==> src/rtl/mau_pkg.sv <==
`default_nettype none
// ============================================================================
//  Module   : mau_pkg
//  Brief    : Shared encodings for the memory access unit: access sizes,
//             controller states and the default bus timeout.
//  Revision : 1.0 - initial release
// ============================================================================
package mau_pkg;

  // Access size encodings carried on req_size
  localparam logic [1:0] SZ_B = 2'd0;
  localparam logic [1:0] SZ_H = 2'd1;
  localparam logic [1:0] SZ_W = 2'd2;
  localparam logic [1:0] SZ_D = 2'd3;

  // Default number of bus wait cycles before an error response
  localparam int TIMEOUT_DEFAULT = 16;

  // Controller states
  typedef enum logic [1:0] {
    ST_IDLE = 2'd0,
    ST_BUS  = 2'd1,
    ST_RESP = 2'd2
  } state_t;

endpackage
`default_nettype wire

==> src/rtl/mau_lane_align.sv <==
`default_nettype none
// ============================================================================
//  Module   : mau_lane_align
//  Brief    : Purely combinational lane steering. Request side: byte-enable
//             generation and store-data replication. Response side: load
//             lane extraction with sign or zero extension.
//  Revision : 1.0 - initial release
// ============================================================================
module mau_lane_align
  import mau_pkg::*;
#(
  parameter  int DATA_W = 32,
  localparam int NB     = DATA_W / 8,
  localparam int OFF_W  = $clog2(NB)
) (
  input  logic [OFF_W-1:0]  i_req_off,
  input  logic [1:0]        i_req_size,
  input  logic [DATA_W-1:0] i_req_wdata,
  output logic [NB-1:0]     o_byte_en,
  output logic [DATA_W-1:0] o_wdata,
  input  logic [OFF_W-1:0]  i_ld_off,
  input  logic [1:0]        i_ld_size,
  input  logic              i_ld_unsigned,
  input  logic [DATA_W-1:0] i_rdata,
  output logic [DATA_W-1:0] o_ld_data
);

  logic [NB-1:0]     w_lanes;
  logic [DATA_W-1:0] w_shifted;
  logic [DATA_W-1:0] w_keep;
  logic              w_sign;

  // 1, 2, 4 or 8 contiguous lanes, moved up to the (size-aligned) offset
  assign w_lanes   = NB'((16'h1 << (4'd1 << i_req_size)) - 16'h1);
  assign o_byte_en = w_lanes << i_req_off;

  // Replicate narrow store data across the bus so the enabled lanes carry it;
  // a word on a 64-bit bus is replicated too so the upper half is covered
  always_comb begin
    o_wdata = i_req_wdata;
    case (i_req_size)
      SZ_B:    o_wdata = {NB{i_req_wdata[7:0]}};
      SZ_H:    o_wdata = {(NB/2){i_req_wdata[15:0]}};
      SZ_W:    o_wdata = {(NB/4){i_req_wdata[31:0]}};
      default: o_wdata = i_req_wdata;
    endcase
  end

  // Bring the addressed lanes down to bit 0
  assign w_shifted = i_rdata >> {i_ld_off, 3'b000};

  // Mask of the valid low bits and the sign bit of the loaded value
  always_comb begin
    w_keep = '1;
    w_sign = 1'b0;
    case (i_ld_size)
      SZ_B: begin
        w_keep = DATA_W'(8'hFF);
        w_sign = w_shifted[7];
      end
      SZ_H: begin
        w_keep = DATA_W'(16'hFFFF);
        w_sign = w_shifted[15];
      end
      SZ_W: begin
        w_keep = DATA_W'(32'hFFFF_FFFF);
        w_sign = w_shifted[31];
      end
      default: begin
        w_keep = '1;
        w_sign = 1'b0;
      end
    endcase
  end

  assign o_ld_data = (w_shifted & w_keep) |
                     ((w_sign && !i_ld_unsigned) ? ~w_keep : '0);

endmodule
`default_nettype wire

==> src/rtl/mem_access_unit.sv <==
`default_nettype none
// ============================================================================
//  Module   : mem_access_unit
//  Brief    : Single-outstanding load/store unit between a core request port
//             and a simple valid/ready memory bus, with a bus wait timeout.
//             Define MAU_MISALIGN_TRAP_EN to turn misaligned requests into
//             immediate error responses instead of silently aligning them.
//  Revision : 1.0 - initial release
// ============================================================================
module mem_access_unit
  import mau_pkg::*;
#(
  parameter int DATA_W  = 32,
  parameter int ADDR_W  = 32,
  parameter int TIMEOUT = TIMEOUT_DEFAULT
) (
  input  logic                clk,
  input  logic                resetn,
  // core request
  input  logic                req_valid,
  input  logic [ADDR_W-1:0]   req_addr,
  input  logic [DATA_W-1:0]   req_wdata,
  input  logic                req_we,
  input  logic [1:0]          req_size,
  input  logic                req_unsigned,
  output logic                req_ready,
  // core response
  output logic                rsp_valid,
  output logic [DATA_W-1:0]   rsp_rdata,
  output logic                rsp_err,
  // memory bus
  output logic [ADDR_W-1:0]   address,
  output logic [DATA_W-1:0]   data_out,
  output logic                we,
  output logic [DATA_W/8-1:0] byte_en,
  output logic                bus_valid,
  input  logic [DATA_W-1:0]   data_in,
  input  logic                bus_ready
);

  localparam int NB    = DATA_W / 8;
  localparam int OFF_W = $clog2(NB);

  state_t             r_state;
  state_t             w_next;
  logic               w_accept;
  logic               w_done_ok;
  logic               w_done_to;
  logic               w_trap;
  logic               w_illegal;
  logic               w_wait_last;

  logic [OFF_W-1:0]   w_req_off;
  logic [OFF_W-1:0]   w_size_mask;
  logic [OFF_W-1:0]   w_eff_off;
  logic [ADDR_W-1:0]  w_bus_addr;
  logic [NB-1:0]      w_lane_be;
  logic [DATA_W-1:0]  w_lane_wdata;
  logic [DATA_W-1:0]  w_ld_data;

  logic [ADDR_W-1:0]  r_addr;
  logic [DATA_W-1:0]  r_data_out;
  logic [NB-1:0]      r_be;
  logic               r_we;
  logic               r_bus_valid;
  logic               r_is_store;
  logic [OFF_W-1:0]   r_off;
  logic [1:0]         r_size;
  logic               r_unsigned;
  logic [7:0]         r_wait;
  logic               r_rsp_valid;
  logic               r_rsp_err;
  logic [DATA_W-1:0]  r_rsp_rdata;

  // Request decode: offset within the bus word, size alignment mask
  assign w_req_off   = req_addr[OFF_W-1:0];
  assign w_size_mask = OFF_W'((4'd1 << req_size) - 4'd1);
  assign w_eff_off   = w_req_off & ~w_size_mask;
  assign w_bus_addr  = {req_addr[ADDR_W-1:OFF_W], {OFF_W{1'b0}}};
  assign w_illegal   = (NB == 4) && (req_size == SZ_D);

`ifdef MAU_MISALIGN_TRAP_EN
  logic w_misaligned;
  assign w_misaligned = |(w_req_off & w_size_mask);
  assign w_trap       = w_illegal | w_misaligned;
`else
  assign w_trap       = w_illegal;
`endif

  // The wait that would bring the counter to TIMEOUT ends the transfer
  assign w_wait_last = (r_wait == 8'(TIMEOUT - 1));

  mau_lane_align #(
    .DATA_W (DATA_W)
  ) u_lane (
    .i_req_off     (w_eff_off),
    .i_req_size    (req_size),
    .i_req_wdata   (req_wdata),
    .o_byte_en     (w_lane_be),
    .o_wdata       (w_lane_wdata),
    .i_ld_off      (r_off),
    .i_ld_size     (r_size),
    .i_ld_unsigned (r_unsigned),
    .i_rdata       (data_in),
    .o_ld_data     (w_ld_data)
  );

  // State register
  always_ff @(posedge clk or negedge resetn) begin
    if (!resetn) r_state <= ST_IDLE;
    else         r_state <= w_next;
  end

  // Next-state logic and transfer strobes
  always_comb begin
    w_next    = r_state;
    w_accept  = 1'b0;
    w_done_ok = 1'b0;
    w_done_to = 1'b0;
    case (r_state)
      ST_IDLE: begin
        if (req_valid) begin
          w_accept = 1'b1;
          w_next   = w_trap ? ST_RESP : ST_BUS;
        end
      end
      ST_BUS: begin
        if (bus_ready) begin
          w_done_ok = 1'b1;
          w_next    = ST_RESP;
        end else if (w_wait_last) begin
          w_done_to = 1'b1;
          w_next    = ST_RESP;
        end
      end
      ST_RESP: w_next = ST_IDLE;
      default: w_next = ST_IDLE;
    endcase
  end

  // Request capture, bus drive, wait counter and response registers
  always_ff @(posedge clk or negedge resetn) begin
    if (!resetn) begin
      r_addr      <= '0;
      r_data_out  <= '0;
      r_be        <= '0;
      r_we        <= 1'b0;
      r_bus_valid <= 1'b0;
      r_is_store  <= 1'b0;
      r_off       <= '0;
      r_size      <= SZ_B;
      r_unsigned  <= 1'b0;
      r_wait      <= '0;
      r_rsp_valid <= 1'b0;
      r_rsp_err   <= 1'b0;
      r_rsp_rdata <= '0;
    end else begin
      r_rsp_valid <= 1'b0;
      if (w_accept) begin
        r_wait     <= '0;
        r_off      <= w_eff_off;
        r_size     <= req_size;
        r_unsigned <= req_unsigned;
        r_is_store <= req_we;
        if (w_trap) begin
          r_rsp_valid <= 1'b1;
          r_rsp_err   <= 1'b1;
          r_rsp_rdata <= '0;
        end else begin
          r_bus_valid <= 1'b1;
          r_we        <= req_we;
          r_addr      <= w_bus_addr;
          r_data_out  <= w_lane_wdata;
          r_be        <= w_lane_be;
        end
      end
      if ((r_state == ST_BUS) && !bus_ready) begin
        r_wait <= r_wait + 8'd1;
      end
      if (w_done_ok) begin
        r_bus_valid <= 1'b0;
        r_we        <= 1'b0;
        r_rsp_valid <= 1'b1;
        r_rsp_err   <= 1'b0;
        r_rsp_rdata <= r_is_store ? '0 : w_ld_data;
      end
      if (w_done_to) begin
        r_bus_valid <= 1'b0;
        r_we        <= 1'b0;
        r_rsp_valid <= 1'b1;
        r_rsp_err   <= 1'b1;
        r_rsp_rdata <= '0;
      end
    end
  end

  assign req_ready = (r_state == ST_IDLE);
  assign rsp_valid = r_rsp_valid;
  assign rsp_err   = r_rsp_err;
  assign rsp_rdata = r_rsp_rdata;
  assign address   = r_addr;
  assign data_out  = r_data_out;
  assign we        = r_we;
  assign byte_en   = r_be;
  assign bus_valid = r_bus_valid;

endmodule
`default_nettype wire

==> config.mk <==
export PLATFORM = sky130hd
export DESIGN_NAME = mem_access_unit
export DESIGN_NICKNAME = d
export VERILOG_FILES = /design/src/rtl/mau_pkg.sv /design/src/rtl/mau_lane_align.sv /design/src/rtl/mem_access_unit.sv
export SDC_FILE = /design/constraint.sdc
export NUM_CORES = 1
export LEC_CHECK = 0
export ABC_AREA = 1
export BUFFER_PORTS_ARGS = -buffer_cell sky130_fd_sc_hd__buf_2
export CAP_MARGIN = 20
export CORE_MARGIN = 2
export CORE_UTILIZATION = 50
export CTS_CLUSTER_DIAMETER = 50
export DETAILED_ROUTE_END_ITERATION = 6
export PLACE_DENSITY = 0.92
export SLEW_MARGIN = 20
export SYNTH_ARGS = -nofsm -noshare
export SYNTH_HDL_FRONTEND = slang
export SYNTH_SLANG_ARGS = --single-unit
==> constraint.sdc <==
create_clock -name clk -period 1.7 [get_ports clk]
set_clock_uncertainty 0.15 [all_clocks]
set_input_delay 0.255 -clock clk [delete_from_list [all_inputs] [get_ports clk]]
set_output_delay 0.255 -clock clk [all_outputs]
set_load 0.01 [all_outputs]
==> impl_results.md <==
- Detailed placement HPWL: 11600 µm
- Crit Path Category: reg -> reg
- Routed WL per cell: 17.9 µm
- Die width: 111 µm
- FF+latch count, synth: 118
- Design Power: about 13 mW
- DRT Pass-1 Iters: 6
- Count of input and output buffers: a little over 200
- Peak supply drop: about 1.1 mV
- Clk network pwr share: 0.276
- P per Cell Area: about 1600 nW/µm²
- Slew Limit Fails: 0
- Post-synthesis mux area share: 0
- Layout cells sized above 1: 0.299
- Crit path largest cell delay: slightly above 400 ps
- Starting Density: 0.508
- Outcome: finished, final reports clean
- Synthesized area per cell: approximately 8 µm²
- DRC viols: 0
- F_max: around 620 MHz
- Pre-CTS setup slack: 40.2 ps
- P_leak: roughly 4.5 nW
- CP required: approximately 1900 ps
- EDFF count, synth: 0
- Synthesis Warnings: 0
- Most frequent cells in the layout: 265 x nand2_1, 205 x buf_2, 118 x dfrtp_1, 97 x nand3_1, 60 x dlygate4sd3_1
- Cell mode on critical path: nor2_2
- Hold Path Class: in -> reg
- Largest net degree at the start of global routing: between 40 and 50
- Compound-Gate Fraction of Synth Area: 0.114
- Yosys top cell area share: 0.513
- Register area share after synthesis: 0.513
- Top Ports: roughly 210
- RePlAce Congestion: 0.910
- Worst path bufs/invs: 1
- Vias in the first global route: about 6.3k
- Area grow syn2layout: 44.3%
- Final period util: 0.956
- Layout filler cell count: around 730
- Nets: between 1k and 1.5k
- RSZ-0062 raised after global routing: false
- Via-per-instance ratio: between 5 and 6
- Sequential Power Share: 0.360
- CTS tree: done
- Commonest non-fill, non-tap cell in the layout: nand2_1
- Int Pwr: roughly 8.2 mW
- Post-route antenna net violation count: 0
- Global-route wire length before repair: between 30000 and 40000 µm
- Synth Area in XOR/XNOR: 0.00152
- GRT Overall Usage: 0.324
- Simple-gate share of the synthesized area: 0.290
- Setup Viol. Count Final: 0
- Asr flop ratio synth: 1.00
- Root Driver: clkbuf_16
- WP data arrival: approximately 1800 ps
- Synthesized area: 5750 µm²
- Final Hold Fails: 0
- Largest family of logic cells by synthesized area: simple AND/OR/NAND/NOR gates
- GR Overflow Total: 0
- Tmin final: 1630 ps
- Core Util, Final: 0.733
- Clock transition at path regs: 60 ps
- Worst path slowest cell: dfrtp_1
- Drt total wl: ~20000 µm
- CTS HTree Levels: 4
- Clk sinks: 118
- Ys flop type: dfrtp_1
- Core area: 11300 µm²
- Longest Clk Path Bufs: 2
- Clock Latency Late Sink: a little over 400 ps
- Inserted Clock Buffers: 17
- Number of max-cap violations: 0
- Site Rows: 39
- Antenna violations before repair: 1
- Area contributors post-synth: dfrtp_1 51%, nand2_1 17%, nand3_1 8.4%
- Via Count: between 6k and 7k
- 1st-iter DRT viols: between 600 and 700
- Adder-cell share of the synthesized area: 0.00653
- Final Hold Slack: roughly 28 ps
- Die Y-Extent: ~110 µm
- Worst-path fanout max: 18
- Setup TNS: 0 ps
- Setup WS post-layout: roughly 74 ps
- Synth cell types: 35
- Synth area leader: dfrtp_1
- Die ar.: around 12000 µm²
- Setup crit start kind: flip-flop
- Switching Share: 0.365
- Nature of the critical path endpoint: flip-flop
- Crit-path leading delay family: simple AND/OR/NAND/NOR gates
- Cell breakdown of the critical path: nor2_2 > nand2_2 > nor2_2 > buf_4 > nand3_1 > nand2_1
- Switch Pwr: 4.74 mW
- Syn Inst Count: about 700
- Combinational fraction of design power: 0.364
metrics by stage:
step / std cells / cell area [µm²]
3_5_place_dp: 1035 / 7000
6_report: 1129 / 8300
5_1_grt: 1129 / 8300
4_1_cts: 1124 / 8180
3_3_place_gp: 1035 / 7000
2_1_floorplan: 699 / 5760
timing repair:
action                     CTS  global route
hold endpoints to repair   178             0
setup buffers                0             2
gates resized for setup      0            11
hold buffers                60             0
setup endpoints to repair    0            43
Yosys cell counts, types with 2 or more instances:
| master | instances |
|---|---|
| nand3_2 | 2 |
| nor2_1 | 5 |
| dfrtp_1 | 118 |
| nand4_1 | 2 |
| o31ai_1 | 2 |
| buf_2 | 17 |
| a21oi_1 | 19 |
| ha_1 | 3 |
| o21ai_1 | 6 |
| nor2_2 | 3 |
| inv_2 | 4 |
| nand2_4 | 3 |
| nand2_2 | 5 |
| clkbuf_1 | 11 |
| a2bb2oi_1 | 16 |
| nand2_1 | 265 |
| buf_4 | 11 |
| inv_1 | 25 |
| o21bai_1 | 7 |
| nand3_1 | 97 |
| buf_6 | 5 |
| o21ai_0 | 50 |
| o211ai_1 | 8 |
| inv_4 | 3 |
routing by layer:
layer	track usage	routed length, µm	vias up
met2	0.534	9670	486
li1	-	-	2841
met4	0.139	809	0
met3	0.0935	2220	95
met1	0.398	7470	2948
met5	0	0	-
sequential cells by signal, summed over array words and instances (netlist names), 2 cells and up:
| signal | cells |
|---|---|
| r_wait | 8 |
| r_off | 2 |
| data_out | 32 |
| byte_en | 4 |
| rsp_rdata | 32 |
| r_size | 2 |
| r_state | 2 |
| address | 30 |
kinds of logic (layout without fill, tap and decap cells):
kind of cell | count (synthesis) | count (layout)
flip-flops | 118 | 118
XOR/XNOR | 1 | 1
adder cells (fa/ha/maj) | 3 | 3
buffers and inverters | 79 | 365
other | 1 | 3
AO/OA/AOI/OAI | 110 | 110
AND/OR/NAND/NOR | 386 | 386
path summary, 6_finish.rpt:
path,cells after the start,slack [ps],end,start
max,6,70,rsp_rdata[2],r_state[1]
min,3,30,data_out[25],req_wdata[25]
max reg2reg,6,70,rsp_rdata[2],r_state[1]
min reg2reg,2,320,address[28],address[28]
max in group asynchronous,3,720,address[4],resetn
min in group asynchronous,2,150,rsp_valid,resetn
worst register-to-register path: stages, from the launching register on:
cell     delay [ps]
dfrtp_1         410
nor2_2          160
nand2_2         110
nor2_2          210
buf_4           270
nand3_1         160
nand2_1         100
power by group through the flow:
stage               clock [mW]  combinational (mW)  sequential (mW)
finish                    3.58                4.73             4.67
detailed placement           0                4.36             4.58
floorplan                    0                2.15             4.99
CTS                       3.59                4.48             4.60
global route              3.73                5.12             4.76
global placement             0                4.20             4.61
cell type report:
class	instances	area (µm²)	share of cell area
clock inverters	3	65.1	0.00784
flip-flops and latches	118	2950	0.356
clock buffers	26	519	0.0626
inverters	34	140	0.0169
repair buffers	302	2040	0.246
diodes	1	2.50	0.000302
well taps	143	179	0.0216
multi-input cells	502	2390	0.289
Power figures use the tool's default switching activity.
